==> src/rtl/mem_arb_pkg.sv <==
// mem_arb_pkg: shared FSM state type and port indices for mem_arbiter
package mem_arb_pkg;
   typedef enum logic [1:0] {IDLE, ACCESS, DONE} state_t;
   localparam logic CPU_PORT = 1'b0;
   localparam logic DMA_PORT = 1'b1;
endpackage

==> src/rtl/mem_arbiter_if.sv <==
// mem_arbiter_if: requester and memory-side signals of the two-port memory arbiter
interface mem_arbiter_if #(
   parameter int AW = 32,
   parameter int DW = 32
);
   logic [1:0]         req, we, ack;
   logic [1:0][AW-1:0] addr;
   logic [1:0][DW-1:0] wdata;
   logic [DW-1:0]      rdata, mem_wd, mem_rd;
   logic [AW-1:0]      mem_adr;
   logic               mem_we, busy, owner;
   modport master (
      output req, we, addr, wdata, mem_rd,
      input  ack, rdata, mem_adr, mem_wd, mem_we, busy, owner
   );
   modport slave (
      input  req, we, addr, wdata, mem_rd,
      output ack, rdata, mem_adr, mem_wd, mem_we, busy, owner
   );
endinterface

==> src/rtl/mem_arb_pick.sv <==
// mem_arb_pick: 2-way winner select; MEM_ARBITER_FIXED_PRIO_EN selects fixed port-0 priority
module mem_arb_pick
   import mem_arb_pkg::*;
(
   input  logic [1:0] req,
`ifndef MEM_ARBITER_FIXED_PRIO_EN
   input  logic       last,
`endif
   output logic       win
);
`ifdef MEM_ARBITER_FIXED_PRIO_EN
   assign win = req[CPU_PORT] ? CPU_PORT : DMA_PORT;
`else
   // on a tie the port not granted last wins
   assign win = &req ? ~last : req[DMA_PORT];
`endif
endmodule

==> src/rtl/mem_arbiter.sv <==
// mem_arbiter: shares one memory between CPU (port 0) and a second master via IDLE/ACCESS/DONE FSM
// MEM_ARBITER_FIXED_PRIO_EN: port 0 always wins ties; default is round-robin
module mem_arbiter
   import mem_arb_pkg::*;
#(
   parameter int AW      = 32,
   parameter int DW      = 32,
   parameter int MEM_LAT = 1
) (
   input logic          clk,
   input logic          reset,
   mem_arbiter_if.slave bus
);
   localparam int CW = $clog2(MEM_LAT + 1);
   state_t        state, state_nxt;
   logic [CW-1:0] cnt;
   logic          wr, win, grant;
   logic [AW-1:0] win_addr;
   logic [DW-1:0] win_wdata;
`ifdef MEM_ARBITER_FIXED_PRIO_EN
   mem_arb_pick u_pick (.req(bus.req), .win(win));
`else
   logic last;
   mem_arb_pick u_pick (.req(bus.req), .last(last), .win(win));
`endif
   always_comb begin
      grant     = state == IDLE && |bus.req;
      win_addr  = bus.addr[win];
      win_wdata = bus.wdata[win];
      state_nxt = grant ? ACCESS : state == ACCESS ? (cnt == '0 ? DONE : ACCESS) : IDLE;
      bus.ack   = state == DONE ? (bus.owner ? 2'b10 : 2'b01) : 2'b00;
      bus.busy  = state != IDLE;
   end
   always_ff @(posedge clk or posedge reset)
      if (reset) state <= IDLE;
      else       state <= state_nxt;
   // mem_we is registered so it is high only in the first ACCESS cycle
   always_ff @(posedge clk or posedge reset)
      if (reset) begin
         bus.mem_adr <= '0;
         bus.mem_wd  <= '0;
         bus.mem_we  <= 1'b0;
         bus.rdata   <= '0;
         bus.owner   <= CPU_PORT;
         wr          <= 1'b0;
         cnt         <= '0;
`ifndef MEM_ARBITER_FIXED_PRIO_EN
         last        <= DMA_PORT;
`endif
      end else begin
         bus.mem_we <= 1'b0;
         if (grant) begin
            bus.owner   <= win;
            bus.mem_adr <= win_addr;
            bus.mem_wd  <= win_wdata;
            bus.mem_we  <= bus.we[win];
            wr          <= bus.we[win];
            cnt         <= CW'(MEM_LAT - 1);
`ifndef MEM_ARBITER_FIXED_PRIO_EN
            last        <= win;
`endif
         end else if (state == ACCESS) begin
            cnt <= cnt - 1'b1;
            if (cnt == '0 && !wr) bus.rdata <= bus.mem_rd;
         end
      end
endmodule

==> src/flat_wrapper.sv <==
// flat-port wrapper written by rule: the top's interface ports become plain ports
module mem_arbiter_flat import mem_arb_pkg::*;
#(
   parameter int AW      = 32,
   parameter int DW      = 32,
   parameter int MEM_LAT = 1
)
  (clk, reset, bus_req, bus_we, bus_addr, bus_wdata, bus_mem_rd, bus_ack, bus_rdata, bus_mem_adr, bus_mem_wd, bus_mem_we, bus_busy, bus_owner);
  mem_arbiter_if #(.AW(AW), .DW(DW)) bus_i ();
  input logic clk;
  input logic reset;
  input wire logic [$bits(bus_i.req)-1:0] bus_req;
  input wire logic [$bits(bus_i.we)-1:0] bus_we;
  input wire logic [$bits(bus_i.addr)-1:0] bus_addr;
  input wire logic [$bits(bus_i.wdata)-1:0] bus_wdata;
  input wire logic [$bits(bus_i.mem_rd)-1:0] bus_mem_rd;
  output wire logic [$bits(bus_i.ack)-1:0] bus_ack;
  output wire logic [$bits(bus_i.rdata)-1:0] bus_rdata;
  output wire logic [$bits(bus_i.mem_adr)-1:0] bus_mem_adr;
  output wire logic [$bits(bus_i.mem_wd)-1:0] bus_mem_wd;
  output wire logic [$bits(bus_i.mem_we)-1:0] bus_mem_we;
  output wire logic [$bits(bus_i.busy)-1:0] bus_busy;
  output wire logic [$bits(bus_i.owner)-1:0] bus_owner;
  assign bus_i.req = bus_req;
  assign bus_i.we = bus_we;
  assign bus_i.addr = bus_addr;
  assign bus_i.wdata = bus_wdata;
  assign bus_i.mem_rd = bus_mem_rd;
  assign bus_ack = bus_i.ack;
  assign bus_rdata = bus_i.rdata;
  assign bus_mem_adr = bus_i.mem_adr;
  assign bus_mem_wd = bus_i.mem_wd;
  assign bus_mem_we = bus_i.mem_we;
  assign bus_busy = bus_i.busy;
  assign bus_owner = bus_i.owner;
  mem_arbiter #(.AW(AW), .DW(DW), .MEM_LAT(MEM_LAT)) u_core (.clk(clk), .reset(reset), .bus(bus_i));
endmodule
==> config.mk <==
export PLATFORM = sky130hd
export DESIGN_NAME = mem_arbiter_flat
export DESIGN_NICKNAME = d
export VERILOG_FILES = /design/src/rtl/mem_arb_pkg.sv /design/src/rtl/mem_arbiter_if.sv /design/src/rtl/mem_arb_pick.sv /design/src/rtl/mem_arbiter.sv /design/src/flat_wrapper.sv
export SDC_FILE = /design/constraint.sdc
export NUM_CORES = 1
export LEC_CHECK = 0
export ABC_AREA = 1
export BUFFER_PORTS_ARGS = -buffer_cell sky130_fd_sc_hd__buf_2
export CAP_MARGIN = 20
export CORE_MARGIN = 2
export CORE_UTILIZATION = 51
export CTS_BUF_LIST = sky130_fd_sc_hd__clkbuf_2
export DETAILED_ROUTE_END_ITERATION = 10
export PLACE_DENSITY = 0.92
export SLEW_MARGIN = 20
export SYNTH_ARGS = -nofsm -noshare
export SYNTH_HDL_FRONTEND = slang
export SYNTH_SLANG_ARGS = --single-unit
==> constraint.sdc <==
create_clock -name clk -period 5.9 [get_ports clk]
set_input_delay 0.885 -clock clk [delete_from_list [all_inputs] [get_ports clk]]
set_output_delay 0.885 -clock clk [all_outputs]
set_load 0.01 [all_outputs]
==> impl_metrics.env <==
export IMPL_outcome="finished clean"
export IMPL_area_delta_synth_final_pct=26.79
export IMPL_syn_avg_cell_area_um2=7.205
export IMPL_worst_ep_required_time_ns=6.30
export IMPL_hold_worst_slack_ns=0.3896
export IMPL_slew_headroom_pct=32.03
export IMPL_firstDrtPassIters=5
export IMPL_track_usage_pct=26.48
export IMPL_totalNegativeSetupSlack_ns=0
export IMPL_timing_critical_path_buf_inv=3
export IMPL_maximum_vdd_ir_drop_mv=0.2337
export IMPL_ys_seq_elements=103
export IMPL_maxCapViolations=0
export IMPL_post_route_cells_drive_above_1_share_pct=30.12
export IMPL_dieHeight_um=105.4
export IMPL_antenna_found_initial=1
export IMPL_dieArea_um2=11110
export IMPL_ys_async_sr_fraction_pct=100.0
export IMPL_final_nets=1129
export IMPL_grt_first_pass_wirelength_um=23960
export IMPL_netlist_cell_types=17
export IMPL_synth_top_area_share_pct=48.66
export IMPL_ctsHoldBuffers=0
export IMPL_netlist_top_cells_count="sky130_fd_sc_hd__nand2_1, sky130_fd_sc_hd__inv_1, sky130_fd_sc_hd__nand3_1, sky130_fd_sc_hd__dfrtp_1, sky130_fd_sc_hd__nand4_1"
export IMPL_worstSetupPathType="flip-flop to flip-flop"
export IMPL_io_pin_count=267
export IMPL_fp_dieW_um=105.4
export IMPL_grt_setup_unrepaired="false"
export IMPL_drcViolationCount=0
export IMPL_worstPathCellList="inv_1 -> nand2_1 -> nor2_4 -> buf_4 -> clkinv_2 -> nand2_1 -> nand2_1"
export IMPL_post_cts_resized_instances=0
export IMPL_grt_pass1_vias=5158
export IMPL_path_clk_slew_ns=0.28
export IMPL_period_minus_slack_ns=2.797
export IMPL_antenna_violating_nets_post_route=0
export IMPL_routed_via_density=4.947
export IMPL_timing_final_setup_violations=0
export IMPL_holdCritPathClass="input pin to asynchronous set/reset pin"
export IMPL_p_leak_nw=4.281
export IMPL_routed_via_count=5457
export IMPL_global_route_peak_usage_layer="met2"
export IMPL_period_share_pct=47.41
export IMPL_fin_total_pwr_mw=3.040
export IMPL_critPathMaxStageDelay_ns=0.95
export IMPL_floorplan_core_area_um2=10140
export IMPL_power_frac_comb_pct=49.7
export IMPL_synth_warnings=0
export IMPL_power_share_sequential_pct=41.0
export IMPL_row_count=37
export IMPL_grt_overflow_total=0
export IMPL_synthesis_area_um2=5245
export IMPL_root_buffer="sky130_fd_sc_hd__clkbuf_2"
export IMPL_numClockSinks=103
export IMPL_htree_levels=3
export IMPL_yosys_top_cells_area="sky130_fd_sc_hd__dfrtp_1, sky130_fd_sc_hd__nand2_1, sky130_fd_sc_hd__nand3_1"
export IMPL_timing_critical_path_slowest_stage_cell="sky130_fd_sc_hd__clkinv_2"
export IMPL_largest_clock_skew_in_the_final_design_ns=0.04379
export IMPL_peak_freq_ghz=0.3575
export IMPL_timing_final_max_slew_violations=0
export IMPL_cts_tree="done"
export IMPL_seq_area_frac_synth_pct=49.17
export IMPL_netSwitchingFraction_pct=45.84
export IMPL_max_slew_worst_pin_slew_ns=1.013
export IMPL_post_dp_hpwl_um=10320
export IMPL_nets_in_the_synthesized_netlist=894
export IMPL_source_to_sink_clock_delay_at_the_later_pin_of_the_worst_skew_pair_ns=0.53
export IMPL_kind_of_cell_adding_the_most_delay_to_the_critical_path="buffers and inverters"
export IMPL_grt_use_met3_pct=3.896
export IMPL_critical_path_endpoint_type="flip-flop"
export IMPL_post_synth_top_count_cell="sky130_fd_sc_hd__nand2_1"
export IMPL_drt_initial_drc_count=347
export IMPL_met1_usage_pct=33.74
export IMPL_synth_top_flop_cell="sky130_fd_sc_hd__dfrtp_1"
export IMPL_cts_buffers_inserted=9
export IMPL_worst_setup_path_start_kind="flip-flop"
export IMPL_finalHoldViolCount=0
export IMPL_power_clock_fraction_pct=9.2
export IMPL_power_density_nw_per_um2=457.1
export IMPL_wirelength_um=14860
export IMPL_cellInternalPower_mw=1.646
export IMPL_routedWlPerCell_um=13.47
export IMPL_synth_largest_area_cell="sky130_fd_sc_hd__dfrtp_1"
export IMPL_cts_root_to_sink_buffers=2
export IMPL_filler_cell_count=892
export IMPL_path_max_fanout=68
export IMPL_netlist_instances=728
export IMPL_critPathMostFrequentCell="sky130_fd_sc_hd__nand2_1"
export IMPL_initial_utilization_pct=51.73
export IMPL_grt_start_max_net_pins=69
export IMPL_met2_usage_pct=44.79
export IMPL_p_sw_mw=1.393
export IMPL_place_gp_congestion=0.8535
export IMPL_synth_edf_count=0
export IMPL_worst_endpoint_arrival_ns=3.20
export IMPL_portbufs=266
export IMPL_post_cts_setup_buffer_count=0
## layout by cell type (no fill, tap or decap), drive strengths merged
master / count
a21oi: 1
buf: 271
clkbuf: 9
clkinv: 5
clkinvlp: 2
dfrtp: 102
dfstp: 1
diode: 1
inv: 138
nand2: 267
nand3: 131
nand4: 33
nor2: 2
nor3: 2
o21ai: 2
## layer usage
metal	up-vias	wire (µm)
met2	292	7261
met4	0	511
met3	42	1118
met1	2433	5963
met5	-	0
li1	2690	-
## sequential cells by signal, summed over array words and instances (netlist names)
register	flops
u_core.bus.mem_wd	32
u_core.cnt	1
u_core.bus.owner	1
u_core.wr	1
u_core.bus.mem_we	1
u_core.bus.rdata	32
u_core.state	2
u_core.bus.mem_adr	32
u_core.last	1
## power by group through the flow
stage	sequential (mW)	clock (mW)	combinational, mW
6_report	1.25	0.281	1.51
4_1_cts	1.24	0.292	1.52
2_1_floorplan	1.41	0	0.784
3_5_place_dp	1.25	0	1.53
5_1_grt	1.28	0.321	1.68
3_3_place_gp	1.24	0	1.47
## final timing paths
path                                 start               endpoint  slack (ns)  cells past startpoint
max                        u_core.state[1]  u_core.bus.mem_adr[4]        3.10                      7
min                                  reset    u_core.bus.rdata[2]        0.39                      2
max reg2reg                u_core.state[1]  u_core.bus.mem_adr[4]        3.10                      7
min reg2reg                    u_core.last            u_core.last        0.49                      2
max in group asynchronous            reset  u_core.bus.mem_adr[2]        4.36                      3
min in group clk               u_core.last            u_core.last        0.49                      2
## cell type report
| type | instances | area, µm² | share of cell area, % |
|---|---|---|---|
| Tap cell | 136 | 170.2 | 2.559 |
| Antenna cell | 1 | 2.502 | 0.03763 |
| Clock inverter | 5 | 36.28 | 0.5456 |
| Inverter | 140 | 529.3 | 7.959 |
| Clock buffer | 9 | 45.04 | 0.6773 |
| Sequential cell | 103 | 2579 | 38.78 |
| Multi-Input combinational cell | 438 | 1919 | 28.86 |
| Timing Repair Buffer | 271 | 1369 | 20.58 |
## cell families (layout without fill, tap and decap cells)
logic type | after synthesis | count (layout) | synth area share, %
other | 0 | 1 | 0
and+or+nand+nor | 435 | 435 | 35.93
DFF | 103 | 103 | 49.17
AOI/OAI and AO/OA | 3 | 3 | 0.2862
buffers and inverters | 187 | 425 | 14.62
## per-stage QoR
stage	util (%)	std cells	worst slack [ns]	cell area (µm²)
2_1_floorplan	-	728	2.313	5245
3_3_place_gp	64.66	1088	2.906	6555
3_5_place_dp	64.75	1088	2.918	6565
4_1_cts	65.56	1102	3.441	6646
5_1_grt	65.59	1103	2.843	6650
6_report	65.59	1103	3.103	6650
No activity file was read; power rests on OpenSTA's default activity.
